**config.mk**
```make
export PLATFORM = sky130hd
export DESIGN_NAME = dump_cntrl
export DESIGN_NICKNAME = d
export VERILOG_FILES = /design/src/rtl/dump_pkg.sv /design/src/rtl/wrap_addr_cnt.sv /design/src/rtl/dump_cntrl.sv
export SDC_FILE = /design/constraint.sdc
export NUM_CORES = 1
export LEC_CHECK = 0
export CORE_ASPECT_RATIO = 1.5
export CORE_MARGIN = 2
export CORE_UTILIZATION = 45
export CTS_BUF_LIST = sky130_fd_sc_hd__clkbuf_4 sky130_fd_sc_hd__clkbuf_8 sky130_fd_sc_hd__clkbuf_16
export CTS_CLUSTER_SIZE = 30
export DETAILED_ROUTE_END_ITERATION = 12
export PLACE_DENSITY = 0.82
export SLEW_MARGIN = 15
export SYNTH_ARGS = -nofsm -noshare
export SYNTH_HDL_FRONTEND = slang
export SYNTH_SLANG_ARGS = --single-unit
```
**constraint.sdc**
```tcl
create_clock -name clk -period 1.8 [get_ports clk]
set_input_delay 0.27 -clock clk [delete_from_list [all_inputs] [get_ports clk]]
set_output_delay 0.27 -clock clk [all_outputs]
set_load 0.05 [all_outputs]
```
**src/rtl/dump_pkg.sv**
```systemverilog
// rtl/dump_pkg.sv - shared FSM state type and default sizing for the dump controller
package dump_pkg;

   localparam int DEF_ENTRIES = 384;
   localparam int DEF_LOG2    = 9;

   typedef enum logic [2:0] {
      IDLE    = 3'd0,
      READ    = 3'd1,
      LATCH   = 3'd2,
      SEND    = 3'd3,
      WAIT_TX = 3'd4,
      DONE    = 3'd5
   } dump_state_t;

endpackage

```
**src/rtl/wrap_addr_cnt.sv**
```systemverilog
// rtl/wrap_addr_cnt.sv - loadable up-counter that wraps from ENTRIES-1 back to zero
module wrap_addr_cnt #(
   parameter int ENTRIES = 384,
   parameter int W       = 9
) (
   input  logic         clk,
   input  logic         rst,
   input  logic         load,
   input  logic [W-1:0] load_val,
   input  logic         inc,
   output logic [W-1:0] value
);

   // Wrap point is the table depth, which need not be a power of two.
   localparam logic [W-1:0] LAST = W'(ENTRIES - 1);

   logic [W-1:0] value_q;
   logic [W-1:0] value_d;

   always_comb begin
      value_d = value_q;
      if (load) begin
         value_d = load_val;
      end else if (inc) begin
         value_d = (value_q == LAST) ? '0 : value_q + W'(1);
      end
   end

   always_ff @(posedge clk) begin
      if (rst) begin
         value_q <= '0;
      end else begin
         value_q <= value_d;
      end
   end

   assign value = value_q;

endmodule

```
**src/rtl/dump_cntrl.sv**
```systemverilog
// rtl/dump_cntrl.sv - reads one channel's sample RAM from the oldest entry and streams it to the UART
module dump_cntrl
   import dump_pkg::*;
#(
   parameter int ENTRIES = DEF_ENTRIES,
   parameter int LOG2    = DEF_LOG2
) (
   input  logic            clk,
   input  logic            rst,
   input  logic            dump,
   input  logic [2:0]      ch_sel,
   input  logic [LOG2-1:0] start_addr,
   input  logic [7:0]      rdata_ch1,
   input  logic [7:0]      rdata_ch2,
   input  logic [7:0]      rdata_ch3,
   input  logic [7:0]      rdata_ch4,
   input  logic [7:0]      rdata_ch5,
   input  logic            tx_done,
   output logic [LOG2-1:0] raddr,
   output logic            re,
   output logic [7:0]      tx_data,
   output logic            trmt,
   output logic            busy,
   output logic            dump_done,
   output logic            dump_err
);

   localparam logic [LOG2-1:0] LAST = LOG2'(ENTRIES - 1);

   dump_state_t     state_q, state_d;
   logic [2:0]      ch_q, ch_d;
   logic [7:0]      tx_data_q, tx_data_d;
   logic            re_q, re_d;
   logic            trmt_q, trmt_d;
   logic            busy_q, busy_d;
   logic            dump_done_q, dump_done_d;
   logic            dump_err_q, dump_err_d;

   logic            addr_load, addr_inc;
   logic            cnt_load, cnt_inc;
   logic [LOG2-1:0] addr_val, cnt_val, start_clean;
   logic [7:0]      rdata_sel;

   // An out-of-range oldest-sample pointer restarts the readout at entry 0.
   assign start_clean = (start_addr > LAST) ? '0 : start_addr;

   wrap_addr_cnt #(.ENTRIES(ENTRIES), .W(LOG2)) u_addr (
      .clk(clk), .rst(rst), .load(addr_load), .load_val(start_clean),
      .inc(addr_inc), .value(addr_val)
   );

   wrap_addr_cnt #(.ENTRIES(ENTRIES), .W(LOG2)) u_cnt (
      .clk(clk), .rst(rst), .load(cnt_load), .load_val('0),
      .inc(cnt_inc), .value(cnt_val)
   );

   always_comb begin
      case (ch_q)
         3'd0:    rdata_sel = rdata_ch1;
         3'd1:    rdata_sel = rdata_ch2;
         3'd2:    rdata_sel = rdata_ch3;
         3'd3:    rdata_sel = rdata_ch4;
         3'd4:    rdata_sel = rdata_ch5;
         default: rdata_sel = '0;
      endcase
   end

   // Output flops are loaded from the next state so each strobe lines up with its state.
   always_comb begin
      state_d     = state_q;
      ch_d        = ch_q;
      tx_data_d   = tx_data_q;
      busy_d      = busy_q;
      re_d        = 1'b0;
      trmt_d      = 1'b0;
      dump_done_d = 1'b0;
      dump_err_d  = 1'b0;
      addr_load   = 1'b0;
      addr_inc    = 1'b0;
      cnt_load    = 1'b0;
      cnt_inc     = 1'b0;
      case (state_q)
         IDLE: begin
            if (dump) begin
               if (ch_sel <= 3'd4) begin
                  ch_d      = ch_sel;
                  addr_load = 1'b1;
                  cnt_load  = 1'b1;
                  busy_d    = 1'b1;
                  re_d      = 1'b1;
                  state_d   = READ;
               end else begin
                  dump_err_d = 1'b1;
               end
            end
         end
         READ: state_d = LATCH;
         LATCH: begin
            tx_data_d = rdata_sel;
            trmt_d    = 1'b1;
            state_d   = SEND;
         end
         SEND: state_d = WAIT_TX;
         WAIT_TX: begin
            if (tx_done) begin
               addr_inc = 1'b1;
               cnt_inc  = 1'b1;
               if (cnt_val == LAST) begin
                  busy_d      = 1'b0;
                  dump_done_d = 1'b1;
                  state_d     = DONE;
               end else begin
                  re_d    = 1'b1;
                  state_d = READ;
               end
            end
         end
         DONE:    state_d = IDLE;
         default: state_d = IDLE;
      endcase
   end

   always_ff @(posedge clk) begin
      if (rst) begin
         state_q     <= IDLE;
         ch_q        <= '0;
         tx_data_q   <= '0;
         re_q        <= 1'b0;
         trmt_q      <= 1'b0;
         busy_q      <= 1'b0;
         dump_done_q <= 1'b0;
         dump_err_q  <= 1'b0;
      end else begin
         state_q     <= state_d;
         ch_q        <= ch_d;
         tx_data_q   <= tx_data_d;
         re_q        <= re_d;
         trmt_q      <= trmt_d;
         busy_q      <= busy_d;
         dump_done_q <= dump_done_d;
         dump_err_q  <= dump_err_d;
      end
   end

   assign raddr     = addr_val;
   assign re        = re_q;
   assign tx_data   = tx_data_q;
   assign trmt      = trmt_q;
   assign busy      = busy_q;
   assign dump_done = dump_done_q;
   assign dump_err  = dump_err_q;

endmodule

```
==> impl_metrics.yaml, run 1 <==
setup_path:
  path_buf_inv: 1
  cp_slowest_cell: "clkdlybuf4s50_1"
  required_ns: 1.53
  slowest_delay_ns: 0.81
  worst-path-max-fanout: 5
  crit_end: "raddr[1]"
  cp_top_family: "buffers and inverters"
  worstSetupPathType: "flop to output port"
  reg2reg_from: "state_q[2]"
  cp-startpoint: "u_addr.value[1]"
  rrSetupSlack_ns: 0.15
  cp_data_arrival_time_ns: 1.49
  r2r_end: "state_q[2]"
  path_cells: "clkdlybuf4s50_1"
  end_kind: "output port"
  crit_cells: 1
  critPathLaunchType: "flop"
  r2r_cells: 4
power_and_ir_drop:
  power.leakage_nw: 1.147
  switchingPower_uw: 841.8
  p_per_area_mw_per_mm2: 763.6
  combPwrFrac_pct: 35.4
  ir_worst_vdd_mv: 0.4429
  power_frac_seq_pct: 38.1
  sw_frac_of_total_pct: 33.94
  clock_power_share_pct: 26.5
  total_power_mw: 2.480
  p_int_mw: 1.638
global_route:
  track_usage_pct: 23.47
  grt-ovfl-total: 0
  first_global_vias: 2179
  grt_max_degree: 20
  grt_pass1_wl_mm: 9.549
  antenna_found_initial: 0
place:
  hpwlAfterDp_mm: 4.560
  gp_congestion: 0.8683
  place_ws_ns: -0.2808
  dpl_cell_area_mm2: 0.003137
  io_buffers: 77
  placedCellCount: 409
synth:
  synth_sequential_area_ratio_pct: 33.75
  syn_nets: 316
  synth_area_mm2: 0.002195
  synth_area_per_cell_um2: 8.506
  synthArstFlopShare_pct: 0
  ys_ff_latch: 37
  synth_ff_type: "dfxtp_1"
  synth_edf_count: 0
  synthCells: 258
  yosysUniqueCellTypes: 56
  synth_warnings: 0
cts:
  numCtsBuffers: 5
  clock_latency_ns: 0.31
  cts_tree: "built"
  cts_buffer_depth: 2
  cts.clk_slew.worst_paths_ns: 0.07
  cts_hold_buf: 0
  htree_levels: 2
  cts-root-buf: "clkbuf_8"
  cts.sinks: 37
die:
  rows: 31
  die_area_mm2: 0.005463
  die_w_um: 61.02
  core_area_mm2: 0.004771
  io_pins: 78
  die_y_um: 89.53
  start_util_pct: 46.00
sta:
  max_slew.worst_pin.slew_ns: 0.5209
  setup_tns_ns: 0
  whs_ns: 0.4569
  final-hold-violation-count: 0
  clock_skew_ns: 0.009769
  finalSetupViolCount: 0
  period_share_pct: 97.59
  slew_viol_final: 0
  rsz0062_at_grt: "no"
  min_period_ns: 1.757
  max_freq_mhz: 569.3
  max_slew_margin_pct: 65.17
  timing.final.ws_setup_ns: 0.04342
layout:
  finalInstanceArea_mm2: 0.003248
  layout-drive-gt1-share_pct: 15.67
  nets: 408
  utilization_pct: 68.08
  final_common_cell: "clkdlybuf4s50_1"
  final_cell_mix: "clkdlybuf4s50_1, dfxtp_1, buf_4"
  n_antenna_cell: 0
  area.growth.synth_to_final_pct: 48.00
  final_cells: 417
hold_path:
  hold_class: "flop to flop"
  hp-start: "tx_data[3]"
drt:
  drtIter0Drc: 108
  via_count: 2275
  firstDrtPassIters: 4
  antenna_left: 0
  wl_per_cell_um: 13.99
  route.detailed.drc: 0
  via_per_inst: 5.456
  drt_wl_total_mm: 5.833
status:
  outcome: "complete, no violations"
job:
  drv_cap: 0
flip-flops by register name, summed over array words and instances (netlist names):
signal	cells
dump_err	1
ch_q	3
u_addr.value	9
dump_done	1
u_cnt.value	9
trmt	1
state_q	3
re	1
tx_data	8
busy	1
synthesized netlist by cell type, types with 2 or more instances:
master / instances / area (um^2)
nor2_1: 12 / 45.04
nand4_1: 6 / 37.54
o32ai_1: 3 / 26.28
nand2b_1: 3 / 18.77
and3_1: 4 / 25.02
nand2_1: 25 / 93.84
a221oi_1: 2 / 17.52
dfxtp_1: 37 / 740.7
a311oi_1: 2 / 17.52
xor2_1: 3 / 26.28
a211oi_1: 3 / 22.52
o21ai_1: 2 / 10.01
buf_2: 5 / 25.02
a2111oi_0: 2 / 17.52
and4b_1: 2 / 20.02
buf_6: 3 / 33.78
ha_1: 2 / 25.02
a2111o_1: 2 / 22.52
nand3_1: 9 / 45.04
o2bb2ai_1: 7 / 61.31
and4_1: 3 / 26.28
inv_1: 5 / 18.77
a21o_1: 3 / 22.52
o21ai_0: 28 / 140.1
a21oi_1: 19 / 95.09
nand3b_1: 2 / 15.01
nor4b_2: 2 / 30.03
a32oi_1: 2 / 17.52
a211o_1: 2 / 17.52
clkbuf_1: 9 / 33.78
mux2i_1: 15 / 150.1
nor3_1: 5 / 25.02
nor2b_1: 6 / 37.54
layout make-up:
class                      instances  area [um^2]
clock buffer                       7        96.34
fill                             402         1523
multi-input combinational        198         1345
inverter                           5        18.77
timing repair buffer             103        958.4
clock inverter                     1        5.005
sequential                        37        742.0
tap                               66        82.58
metal layers:
layer / wire (um) / track usage, %
met1: 2272 / 25.20
met2: 3061 / 41.39
met3: 382 / 6.802
met4: 116 / 10.28
met5: 0 / 0
cells by family (layout without fill, tap and decap cells):
logic type | Yosys count | count (layout) | synth area share, %
simple gates | 88 | 88 | 23.20
compound gates | 87 | 87 | 26.51
flops | 37 | 37 | 33.75
buf+inv | 23 | 116 | 5.416
mux | 17 | 17 | 8.381
xor+xnor | 4 | 4 | 1.597
fa+ha+maj | 2 | 2 | 1.140
power by group through the flow:
| stage | registers [mW] | logic [mW] | clock network, mW |
|---|---|---|---|
| detailed placement | 0.962 | 0.869 | 0 |
| CTS | 0.943 | 0.874 | 0.672 |
| global placement | 0.960 | 0.859 | 0 |
| global route | 0.954 | 0.947 | 0.701 |
| finish | 0.945 | 0.877 | 0.658 |
| floorplan | 1.08 | 0.401 | 0 |
repair_timing:
action                                  CTS  global route
gates resized for setup                   0             1
setup buffers                             0             0
endpoints found under the setup margin    0             3
worst min path at each step:
stage / end / slack [ns] / depth (start not counted)
floorplan: trmt / 0.35 / 1
CTS: tx_data[3] / 0.46 / 2
global placement: tx_data[1] / 0.43 / 2
global route: tx_data[3] / 0.49 / 2
finish: tx_data[3] / 0.46 / 2
detailed placement: tx_data[3] / 0.44 / 2
No activity file was read; power rests on OpenSTA's default activity.
==> run 2, diff against run 1 <==
--- a/config.mk
+++ b/config.mk
@@ -6,12 +6,12 @@
 export NUM_CORES = 1
 export LEC_CHECK = 0
 export CORE_ASPECT_RATIO = 1.5
-export CORE_MARGIN = 2
+export CORE_MARGIN = 4
 export CORE_UTILIZATION = 45
 export CTS_BUF_LIST = sky130_fd_sc_hd__clkbuf_4 sky130_fd_sc_hd__clkbuf_8 sky130_fd_sc_hd__clkbuf_16
 export CTS_CLUSTER_SIZE = 30
 export DETAILED_ROUTE_END_ITERATION = 12
-export PLACE_DENSITY = 0.82
+export PLACE_DENSITY = 0.8
 export SLEW_MARGIN = 15
 export SYNTH_ARGS = -nofsm -noshare
 export SYNTH_HDL_FRONTEND = slang
==> run 2 against run 1 <==
Net effect:
- design area is 0.39% higher
- largest cell class unchanged
- clock power fell by 9.9%
- combinational power up 2%
- cell count decreased by 0.24%
==> impl_metrics.yaml, run 2 (synthesis results as in run 1) <==
cts:
  numCtsBuffers: 5
  cts.clk_slew.worst_paths_ns: 0.07
  cts-root-buf: "clkbuf_8"
  cts.sinks: 37
  htree_levels: 2
  cts_hold_buf: 0
  cts_buffer_depth: 2
  cts_tree: "built"
  clock_latency_ns: 0.29
setup_path:
  worst-path-max-fanout: 2
  worstSetupPathType: "flop to output port"
  critPathLaunchType: "flop"
  cp_data_arrival_time_ns: 1.45
  r2r_cells: 5
  rrSetupSlack_ns: 0.18
  path_buf_inv: 1
  reg2reg_from: "state_q[2]"
  required_ns: 1.53
  path_cells: "clkdlybuf4s50_1"
  cp_top_family: "buffers and inverters"
  r2r_end: "u_addr.value[8]"
  end_kind: "output port"
  cp_slowest_cell: "clkdlybuf4s50_1"
  slowest_delay_ns: 0.81
die:
  rows: 30
  core_area_mm2: 0.004617
  die_y_um: 93.53
  die_w_um: 65.02
  die_area_mm2: 0.006081
  start_util_pct: 47.53
  io_pins: 78
layout:
  final_common_cell: "clkdlybuf4s50_1"
  final_cell_mix: "clkdlybuf4s50_1, dfxtp_1, buf_4"
  finalInstanceArea_mm2: 0.003261
  area.growth.synth_to_final_pct: 48.57
  nets: 410
  layout-drive-gt1-share_pct: 16.48
  fillerInstances: 386
  n_antenna_cell: 0
global_route:
  track_usage_pct: 20.97
  grt_max_degree: 18
  grt_pass1_wl_mm: 10.04
  grt-ovfl-total: 0
  antenna_found_initial: 0
  first_global_vias: 2331
power_and_ir_drop:
  power.leakage_nw: 1.162
  ir_worst_vdd_mv: 0.4333
  total_power_mw: 2.446
  p_per_area_mw_per_mm2: 750.2
place:
  dpl_cell_area_mm2: 0.003132
  gp_congestion: 0.8022
  hpwlAfterDp_mm: 4.811
  io_buffers: 77
drt:
  drtIter0Drc: 180
  via_per_inst: 5.611
  wl_per_cell_um: 14.60
  firstDrtPassIters: 4
  drt_wl_total_mm: 6.075
  route.detailed.drc: 0
  antenna_left: 0
  via_count: 2334
sta:
  max_freq_mhz: 579.7
  rsz0062_at_grt: "no"
  setup_tns_ns: 0
  clock_skew_ns: 0.004714
  min_period_ns: 1.725
  period_share_pct: 95.83
  slew_viol_final: 0
  final-hold-violation-count: 0
  finalSetupViolCount: 0
  max_slew_margin_pct: 64.27
  max_slew.worst_pin.slew_ns: 0.5347
hold_path:
  hold_class: "flop to flop"
  hp-start: "tx_data[4]"
  min_to: "tx_data[4]"
  min_path_cells: 2
job:
  drv_cap: 0
status:
  outcome: "complete, no violations"
## run 2: power breakdown
part | switching [mW] | total [mW] | internal [mW]
logic | 0.470 | 0.896 | 0.425
registers | 0.0754 | 0.958 | 0.883
clock network | 0.274 | 0.593 | 0.319
## run 2: what timing repair did
action / 4_1_cts / 5_1_grt
endpoints found under the hold margin: 0 / 0
buffers inserted: 0 / 2
pin swaps: 0 / 1
resized for setup: 1 / 3
setup endpoints to repair: 3 / 2
## run 2: routing by layer
| metal | vias up | part of all wire (%) | global-route usage (%) |
|---|---|---|---|
| met1 | 1089 | 38 | 20.68 |
| met5 | - | 0 | 0 |
| met4 | 0 | 2.3 | 9.689 |
| li1 | 1161 | - | - |
| met3 | 11 | 6.5 | 6.250 |
| met2 | 73 | 53 | 39.20 |
## run 2: cell type report
| class | count | area (um^2) | area share (%) |
|---|---|---|---|
| multi-input combinational | 198 | 1354 | 41.52 |
| timing repair buffer | 105 | 974.7 | 29.89 |
| sequential | 37 | 743.2 | 22.79 |
| clock buffer | 7 | 90.09 | 2.763 |
| tap | 64 | 80.08 | 2.456 |
| inverter | 5 | 18.77 | 0.5756 |
## run 2: worst max path at each step
stage                 endpoint  slack, ns  cells after the start             from
2_1_floorplan  u_addr.value[6]      0.009                      5  u_addr.value[0]
3_3_place_gp   u_addr.value[4]      -0.27                      6        ch_sel[2]
3_5_place_dp   u_addr.value[2]      -0.34                      6        ch_sel[2]
4_1_cts             tx_data[7]       0.07                      1       tx_data[7]
5_1_grt             tx_data[1]       0.03                      1       tx_data[1]
6_report            tx_data[7]       0.08                      1       tx_data[7]
## run 2: stage by stage
| step | hold WS [ns] | instances | utilization [%] | setup slack (ns) |
|---|---|---|---|---|
| 2_1_floorplan | 0.3533 | 258 | - | 0.009097 |
| 3_3_place_gp | 0.4356 | 407 | 67.83 | -0.2699 |
| 3_5_place_dp | 0.4459 | 407 | 67.83 | -0.3413 |
| 4_1_cts | 0.4620 | 414 | 70.00 | 0.06874 |
| 5_1_grt | 0.5044 | 416 | 70.62 | 0.02722 |
| 6_report | 0.4537 | 416 | 70.62 | 0.07502 |
